===== src/rtl/ddr_burst_arbiter.sv =====
`default_nettype none
// ============================================================================
//  Module   : ddr_burst_arbiter
//  Brief    : Round-robin N-channel burst arbiter in front of the single
//             rd/wr burst port of ddr_controller (ui_clk domain). Steers
//             beats to the owning channel and flags beat-count mismatches.
//  Revision : 1.0 - initial release
// ============================================================================
module ddr_burst_arbiter #(
   parameter int NUM_CH         = 4,
   parameter int DDR_ADDR_WIDTH = 28,
   parameter int DDR_DATA_WIDTH = 128,
   parameter int LEN_WIDTH      = 10
) (
   input  logic                               clk_i,
   input  logic                               rst_ni,
   input  logic [NUM_CH-1:0]                  ch_req_i,
   input  logic [NUM_CH-1:0]                  ch_we_i,
   input  logic [NUM_CH*DDR_ADDR_WIDTH-1:0]   ch_addr_i,
   input  logic [NUM_CH*LEN_WIDTH-1:0]        ch_len_i,
   input  logic [NUM_CH*DDR_DATA_WIDTH-1:0]   ch_wr_data_i,
   output logic [NUM_CH-1:0]                  ch_ack_o,
   output logic [NUM_CH-1:0]                  ch_done_o,
   output logic [NUM_CH-1:0]                  ch_rd_valid_o,
   output logic [NUM_CH-1:0]                  ch_wr_data_req_o,
   output logic                               rd_burst_req_o,
   output logic                               wr_burst_req_o,
   output logic [DDR_ADDR_WIDTH-1:0]          rd_burst_addr_o,
   output logic [DDR_ADDR_WIDTH-1:0]          wr_burst_addr_o,
   output logic [LEN_WIDTH-1:0]               rd_burst_len_o,
   output logic [LEN_WIDTH-1:0]               wr_burst_len_o,
   output logic [DDR_DATA_WIDTH-1:0]          wr_burst_data_o,
   input  logic                               rd_burst_data_valid_i,
   input  logic                               wr_burst_data_req_i,
   input  logic                               rd_burst_finish_i,
   input  logic                               wr_burst_finish_i,
   output logic                               busy_o,
   output logic [2:0]                         owner_o,
   output logic                               len_err_o
);

   // Channel indices are carried as 3 bits (up to 8 channels); per-channel
   // fields are unpacked into 8-entry tables so a 3-bit index never overruns.
   localparam int         CNT_W   = LEN_WIDTH + 1;
   localparam logic [3:0] NUM_CH4 = 4'(NUM_CH);

   localparam logic [1:0] ST_IDLE = 2'd0;
   localparam logic [1:0] ST_RD   = 2'd1;
   localparam logic [1:0] ST_WR   = 2'd2;
   localparam logic [1:0] ST_DONE = 2'd3;

   logic [1:0]                state_q, state_d;
   logic [NUM_CH-1:0]         ack_q,   ack_d;
   logic [2:0]                owner_q, owner_d;
   logic [2:0]                ptr_q,   ptr_d;
   logic [DDR_ADDR_WIDTH-1:0] addr_q,  addr_d;
   logic [LEN_WIDTH-1:0]      len_q,   len_d;
   logic [CNT_W-1:0]          cnt_q,   cnt_d;
   logic                      err_q,   err_d;

   logic [7:0]                req_p;
   logic [7:0]                we_p;
   logic [DDR_ADDR_WIDTH-1:0] addr_p [8];
   logic [LEN_WIDTH-1:0]      len_p  [8];
   logic [DDR_DATA_WIDTH-1:0] data_p [8];

   logic                      pick_vld;
   logic [2:0]                pick;
   logic [3:0]                rr_sum;
   logic                      beat;
   logic                      done_cyc;

   genvar g;

   // Unpack the flat per-channel buses; unused slots read as zero.
   generate
      for (g = 0; g < 8; g++) begin : g_unpack
         if (g < NUM_CH) begin : g_used
            assign req_p[g]  = ch_req_i[g];
            assign we_p[g]   = ch_we_i[g];
            assign addr_p[g] = ch_addr_i[g*DDR_ADDR_WIDTH +: DDR_ADDR_WIDTH];
            assign len_p[g]  = ch_len_i[g*LEN_WIDTH +: LEN_WIDTH];
            assign data_p[g] = ch_wr_data_i[g*DDR_DATA_WIDTH +: DDR_DATA_WIDTH];
         end else begin : g_unused
            assign req_p[g]  = 1'b0;
            assign we_p[g]   = 1'b0;
            assign addr_p[g] = '0;
            assign len_p[g]  = '0;
            assign data_p[g] = '0;
         end
      end
   endgenerate

   // Round-robin search: first requester at or after the pointer, wrapping.
   always_comb begin
      pick_vld = 1'b0;
      pick     = 3'd0;
      rr_sum   = 4'd0;
      for (int i = 0; i < NUM_CH; i++) begin
         rr_sum = {1'b0, ptr_q} + 4'(i);
         if (rr_sum >= NUM_CH4) rr_sum = rr_sum - NUM_CH4;
         if (!pick_vld && req_p[rr_sum[2:0]]) begin
            pick_vld = 1'b1;
            pick     = rr_sum[2:0];
         end
      end
   end

   // State register.
   always_ff @(posedge clk_i or negedge rst_ni) begin
      if (!rst_ni) state_q <= ST_IDLE;
      else         state_q <= state_d;
   end

   // Grant, burst descriptor, pointer, beat counter and sticky error registers.
   always_ff @(posedge clk_i or negedge rst_ni) begin
      if (!rst_ni) begin
         ack_q   <= '0;
         owner_q <= 3'd0;
         ptr_q   <= 3'd0;
         addr_q  <= '0;
         len_q   <= '0;
         cnt_q   <= '0;
         err_q   <= 1'b0;
      end else begin
         ack_q   <= ack_d;
         owner_q <= owner_d;
         ptr_q   <= ptr_d;
         addr_q  <= addr_d;
         len_q   <= len_d;
         cnt_q   <= cnt_d;
         err_q   <= err_d;
      end
   end

   assign beat = ((state_q == ST_RD) && rd_burst_data_valid_i) ||
                 ((state_q == ST_WR) && wr_burst_data_req_i);

   // Next-state and datapath update.
   always_comb begin
      state_d = state_q;
      ack_d   = '0;
      owner_d = owner_q;
      ptr_d   = ptr_q;
      addr_d  = addr_q;
      len_d   = len_q;
      cnt_d   = cnt_q;
      err_d   = err_q;
      case (state_q)
         ST_IDLE: begin
            if (rd_burst_finish_i || wr_burst_finish_i) err_d = 1'b1;
            if (pick_vld) begin
               for (int i = 0; i < NUM_CH; i++) ack_d[i] = (pick == 3'(i));
               owner_d = pick;
               addr_d  = addr_p[pick];
               len_d   = len_p[pick];
               cnt_d   = '0;
               ptr_d   = ({1'b0, pick} + 4'd1 >= NUM_CH4) ? 3'd0 : pick + 3'd1;
               if (len_p[pick] == '0) state_d = ST_DONE;
               else if (we_p[pick])   state_d = ST_WR;
               else                   state_d = ST_RD;
            end
         end
         ST_RD: begin
            if (beat) cnt_d = cnt_q + 1'b1;
            if (wr_burst_finish_i) err_d = 1'b1;
            if (rd_burst_finish_i) begin
               state_d = ST_DONE;
               if (cnt_d != {1'b0, len_q}) err_d = 1'b1;
            end
         end
         ST_WR: begin
            if (beat) cnt_d = cnt_q + 1'b1;
            if (rd_burst_finish_i) err_d = 1'b1;
            if (wr_burst_finish_i) begin
               state_d = ST_DONE;
               if (cnt_d != {1'b0, len_q}) err_d = 1'b1;
            end
         end
         default: begin
            if (rd_burst_finish_i || wr_burst_finish_i) err_d = 1'b1;
            // A zero-length grant enters DONE with its ack still showing;
            // hold one extra cycle so the done pulse follows the ack.
            if (ack_q == '0) begin
               state_d = ST_IDLE;
               cnt_d   = '0;
            end
         end
      endcase
   end

   // Output decode from the current state.
   always_comb begin
      rd_burst_req_o = (state_q == ST_RD);
      wr_burst_req_o = (state_q == ST_WR);
      busy_o         = (state_q != ST_IDLE);
      done_cyc       = (state_q == ST_DONE) && (ack_q == '0);
   end

   // Per-channel steering of beat strobes and the completion pulse.
   generate
      for (g = 0; g < NUM_CH; g++) begin : g_steer
         assign ch_rd_valid_o[g]    = rd_burst_req_o && (owner_q == 3'(g)) && rd_burst_data_valid_i;
         assign ch_wr_data_req_o[g] = wr_burst_req_o && (owner_q == 3'(g)) && wr_burst_data_req_i;
         assign ch_done_o[g]        = done_cyc && (owner_q == 3'(g));
      end
   endgenerate

   assign ch_ack_o        = ack_q;
   assign owner_o         = owner_q;
   assign len_err_o       = err_q;
   assign rd_burst_addr_o = addr_q;
   assign wr_burst_addr_o = addr_q;
   assign rd_burst_len_o  = len_q;
   assign wr_burst_len_o  = len_q;
   assign wr_burst_data_o = data_p[owner_q];

endmodule
`default_nettype wire

===== config.mk =====
export PLATFORM = sky130hd
export DESIGN_NAME = ddr_burst_arbiter
export DESIGN_NICKNAME = d
export VERILOG_FILES = /design/src/rtl/ddr_burst_arbiter.sv
export SDC_FILE = /design/constraint.sdc
export NUM_CORES = 1
export LEC_CHECK = 0
export ABC_AREA = 1
export BUFFER_PORTS_ARGS = -buffer_cell sky130_fd_sc_hd__buf_2
export CAP_MARGIN = 10
export CORE_AREA = 5 5 345 347
export CTS_CLUSTER_DIAMETER = 100
export CTS_CLUSTER_SIZE = 40
export DETAILED_ROUTE_END_ITERATION = 10
export DIE_AREA = 0 0 350 352
export SLEW_MARGIN = 20
export SYNTH_ARGS = -nofsm -noshare
export SYNTH_HDL_FRONTEND = slang
export SYNTH_SLANG_ARGS = --single-unit

===== constraint.sdc =====
create_clock -name clk_i -period 3.3 [get_ports clk_i]
set_clock_uncertainty 0.15 [all_clocks]
set_input_delay 0 -clock clk_i [delete_from_list [all_inputs] [get_ports clk_i]]
set_output_delay 0 -clock clk_i [all_outputs]
set_load 0.01 [all_outputs]

### After elaboration in Yosys (flattened, before gate mapping)

Index checks and enable logic that the tools add are counted.

| storage, ports and cells | value |
|---|---|
| register bits | 62 |
| logic and storage cells | 143 |
| output and inout port bits | 227 |
| input bits | 678 |

| operators by class | value |
|---|---|
| multiplexer cells | 55 |
| bitwise gates (word level) | 2 |
| reductions and logical operators | 42 |
| equal/unequal tests | 14 |
| add/sub/neg operators | 10 |
| order comparisons | 12 |

Operator list:

| kind | number |
|---|---|
| $bmux W128 S3 | 1 |
| $mux W128 | 2 |
| $bmux W28 S3 | 1 |
| $mux W28 | 2 |
| $mux W11 | 5 |
| $pmux W11 S3 | 1 |
| $bmux W10 S3 | 1 |
| $mux W3 | 9 |
| $logic_and A1 B1 Y1 | 26 |
| $ne A11 B10 Y1 | 2 |
| $lt A3 B4 Y1 const B | 5 |
| $mux W10 | 2 |
| $ge A4 B3 Y1 const B | 4 |
| $mux W1 | 16 |
| $bmux W1 S3 | 5 |
| $eq A3 B2 Y1 const B | 4 |
| $mux W2 | 6 |
| $sub A3 B3 Y3 const B | 4 |
| $add A11 B1 Y11 const B | 1 |
| $logic_not A10 Y1 | 1 |
| $add A3 B1 Y4 const B | 2 |
| $add A3 B2 Y4 const B | 2 |
| $ge A4 B4 Y1 const B | 2 |
| $mux W4 | 2 |
| 20 further kinds | 29 |

### Longest topological paths before layout

| logic depth | value |
|---|---|
| depth after elaboration | 22 |
| depth in mapped cells | 23 |
| gate-level depth less buffers | 22 |

### Least setup slack after synthesis

Ideal clock, no wire load.

| timing | value |
|---|---|
| path type | reg2reg |
| start | register ptr_q[0] |
| end | register ptr_q[0] |
| buffers on the path | 2 |
| stages on the path, launching flop included | 18 |
| arrival time | 2.561 ns |
| setup slack | 0.455 ns |
| period minus slack after synthesis | 2.845 ns |
| cell sequence | dfrtp_1 > inv_2 > ha_1 > inv_1 > nand3_1 > nand3_2 > nand2_1 > nor2_1 > nand2_1 > nand3_1 > inv_1 > nand2_1 > buf_4 > clkbuf_1 > ha_1 > ha_1 > nand3_1 > o21ai_0 |

| between the ends | value |
|---|---|
| cells in the longest elaborated chain, start to end | 17 |
| elaborated cells on any way between the ends | 42 |
| those cells by class | 9 x add/sub; 5 x order compare; 21 x mux; 7 x reduce/logical |

Ends and longest elaborated chain:

| item | line | RTL |
|---|---|---|
| start: declaration | 55 | `logic [2:0] ptr_q, ptr_d;` |
| start signal: assignment | 128 | `ptr_q <= ptr_d;` |
| branches (longest 13 deep; another with $add A3 B1 Y4) | - |  |
| $mux W3 * | 102 | `if (!pick_vld && req_p[rr_sum[2:0]]) begin` |
| via pick[1] | 68 | `logic [2:0] pick;` |
| $add A3 B1 Y4 * | 158 | `ptr_d = ({1'b0, pick} + 4'd1 >= NUM_CH4) ? 3'd0 : pick + 3'd1;` |
| $ge A4 B3 Y1 * | 158 |  |
| $mux W3 * | 158 |  |

Mark *: on every way through the listed nets, which the timed path passes. The select of a mux whose other input is x is not followed.
A chain may end at the register's enable or synchronous reset.

### Worst setup path in the final report

| timing | value |
|---|---|
| start | register ptr_q[0] |
| end | register addr_q[17] (netlist: rd_burst_addr_o[17]) |

| between the ends | value |
|---|---|
| cells in the longest elaborated chain, start to end | 18 |
| elaborated cells on any way between the ends | 42 |
| those cells by class | 7 x add/sub; 4 x order compare; 23 x mux; 1 x bitwise; 7 x reduce/logical |

Ends and longest elaborated chain:

| item | line | RTL |
|---|---|---|
| branches (longest 18 deep; another with $add A3 B1 Y4) | - |  |
| end signal: assignment | 129 | `addr_q <= addr_d;` |
| end: declaration | 56 | `logic [DDR_ADDR_WIDTH-1:0] addr_q, addr_d;` |

Parallel ways; which one is timed is not known. The select of a mux whose other input is x is not followed.

==> flow_summary.toml <==
[logic_synthesis]
yosysTopAreaCell = "a22oi_1"
synth_top_area_share = 0.258
ys_seq_area_frac = 0.208
ys_ff_latch = 62
synth_flop_cell = "dfrtp_1"
ys.warnings.count = 0
postSynth.asyncResetShare = 1.00
syn_area_per_cell_sq_um = 6.49
syn_nets = 1838
yosys-top-cells-count = "a22oi_1 (256), nor2_1 (155), nand2_1 (138), a21oi_1 (131), clkbuf_1 (82)"
synth_edf_count = 0
yosysMostFrequentCell = "a22oi_1"
syn-instance-count = 1148
synth_area_sq_um = 7450
synth.area.top_cells = "a22oi_1 (26%), dfrtp_1 (21%), a21oi_1 (8.8%)"
yosysUniqueCellTypes = 31

[floorplanning]
core_sq_um = 116000
die_w_um = 350
die_y_um = 352
initial_core_util = 0.0645
rows = 125
die-area_sq_um = 123000
pin_count = 905

[worst_setup_path]
critPathMaxStageDelay_ns = 0.43
slowest_stage = "dfrtp_2"
cp.required_ns = 3.43
cp-startpoint = "ptr_q[0]"
crit_fanout = 39
arrival_ns = 3.21
startpoint_type = "flip-flop"
crit_type = "flip-flop to flip-flop"
crit_chain = "inv_2 > ha_2 > inv_1 > nand3_1 > nand3_2 > nand3_1 > nand2_1 > nand2_4 > nand2_4 > inv_4 > buf_8 > nor2_1 > nor2_1 > o21ai_0 > a31oi_1"
r2r-start = "ptr_q[0]"
end_kind = "flip-flop"

[cells_and_area]
syn_to_final_growth_pct = 111
ff_latch_area_sq_um = 1560
fin_nets = 2816
n_fill_cell = 13300
drive_above_1_share = 0.468
multi_input_area_sq_um = 5070

[clock_network]
clk_pin_slew_ns = 0.06
clockBufferDepth = 2
clock-sinks = 62
cts_buffers = 9
cts_htree_levels = 3
cts_root_buf = "clkbuf_16"
cts_tree = "yes"
clkLatencyLatePin_ns = 0.36

[route]
wl_um = 88000
drtPass1Iterations = 6
drc_errors = 0
avgViaCountPerCell = 3.74
drt_iter0_markers = 1483
vias = 13800
wl_per_cell_um = 23.9
ant_nets = 0

[timing]
finalSetupViolCount = 0
max_freq_mhz = 325
hold_violations = 0
rsz0062_at_grt = "false"
worstMarginPinSlew_ns = 0.928
hold_ws_ns = 0.163
slew_viol_final = 0
setup_slack_ns = 0.225
setup_tns_ns = 0
fin_crit_ns = 3.07
relSlewSlack = 0.382
min_period_over_period = 0.932

[grt]
grtUsageTotal = 0.132
grt_pass1_wl_um = 113000
grt_pass1_vias = 13400
overflow = 0
antenna_found_initial = 45
grt_max_degree = 63

[placement]
port_buffers = 904
place_ws_ns = -0.0230
place_congestion = 0.926
dpl.hpwl_um = 75600

[pwr]
clkPwrFrac = 0.072
power_switching_uw = 9550
p_int_uw = 6120
p_per_area_nw_per_um2 = 996
pwr-share-seq = 0.101
ir_drop_uv = 856
pwr-share-comb = 0.827
power.leakage_uw = 0.00737
swShare = 0.609

[worst_hold_path]
min_from = "ch_we_i[3]"
hold_class = "input pin to flip-flop"

[run]
drv_cap = 0

[run_status]
outcome = "finished, final reports clean"
cell families (layout without fill, tap and decap cells):
logic type               Yosys count  count (layout)  synth area share
other                              1              27          0.000503
adder cells (fa/ha/maj)           12              12            0.0201
AND/OR/NAND/NOR                  368             369             0.203
XOR/XNOR                          16              16            0.0188
AO/OA/AOI/OAI                    500             500             0.430
buffers and inverters            189            1171             0.119
flip-flops                        62              62             0.208
worst paths after layout:
| check | end | slack (ns) | depth (start not counted) |
|---|---|---|---|
| worst min-delay path | state_q[1] | 0.16 | 9 |
| worst max register to register | rd_burst_addr_o[17] | 0.23 | 15 |
| worst max-delay path | rd_burst_addr_o[17] | 0.23 | 15 |
| min in group asynchronous | rd_burst_addr_o[27] | 0.17 | 2 |
| max in group asynchronous | owner_o[2] | 2.15 | 2 |
| worst min register to register | rd_burst_addr_o[16] | 0.36 | 2 |
worst max-delay path, delay by kind of cell (launching register included):
family	cells	cell delay, ns
fa+ha+maj	1	0.39
compound gates	2	0.27
flops	1	0.43
simple gates	8	1.01
buf+inv	4	0.71
layout by cell type, fill, tap and decap left out, drive strengths merged:
master,synthesis,routed
a21oi,131,131
dfrtp,62,62
clkbuf,82,10
nand2,141,141
o22ai,14,14
nand3,59,59
clkinvlp,0,2
ha,12,12
bufinv,0,3
clkinv,0,1
dlygate4sd3,0,156
or2,1,1
nor2,157,158
xor2,11,11
nor4,2,2
nor3,3,3
inv,45,45
o211ai,2,2
conb,1,1
diode,0,26
nand4,5,5
buf,62,954
xnor2,5,5
a31oi,23,23
a22oi,256,256
o21ai,74,74
flip-flops by register name, indices dropped and copies added, names as in the netlist:
| register | flops |
|---|---|
| ch_ack_o | 4 |
| cnt_q | 11 |
| len_err_o | 1 |
| owner_o | 3 |
| ptr_q | 3 |
| rd_burst_addr_o | 28 |
| rd_burst_len_o | 10 |
| state_q | 2 |
power groups by stage:
stage	Sequential [uW]	Clock (uW)	Combinational [uW]
6_report	1580	1140	13000
3_5_place_dp	1640	0	12600
4_1_cts	1630	1160	12800
2_1_floorplan	1450	0	6570
5_1_grt	1640	1200	14100
3_3_place_gp	1630	0	12600
per-stage QoR:
| step | power [uW] | instance area, sq um | std cells | util |
|---|---|---|---|---|
| detailed placement | 14300 | 13700 | 3480 | 0.118 |
| floorplan | 8020 | 7450 | 1148 | - |
| finish | 15700 | 15700 | 3681 | 0.136 |
| CTS | 15600 | 15600 | 3652 | 0.135 |
| global route | 16900 | 15700 | 3671 | 0.136 |
| global placement | 14200 | 13700 | 3480 | 0.118 |
layer usage:
layer / vias to the layer above / track usage / routed length (um)
li1: 6144 / - / -
met5: - / 0 / 75
met3: 160 / 0.0447 / 9320
met1: 6428 / 0.150 / 33200
met4: 12 / 0.0471 / 3020
met2: 1017 / 0.230 / 42400
cell type report:
cell class | instances | share of cell area
timing repair buffer | 1110 | 0.421
multi-input combinational | 898 | 0.322
tap | 1524 | 0.121
sequential | 62 | 0.0989
clock buffer | 10 | 0.0145
inverter | 45 | 0.0112
clock inverter | 6 | 0.00699
antenna | 26 | 0.00413
timing repair:
item                                    in CTS  in global routing
resized for setup                            1                 18
setup buffers                                0                  2
hold buffers                               156                  0
hold endpoints to repair                   103                  0
gates cloned                                 0                  1
endpoints found under the setup margin       5                 26
pin swaps                                    0                  2
Power figures use the tool's default switching activity.
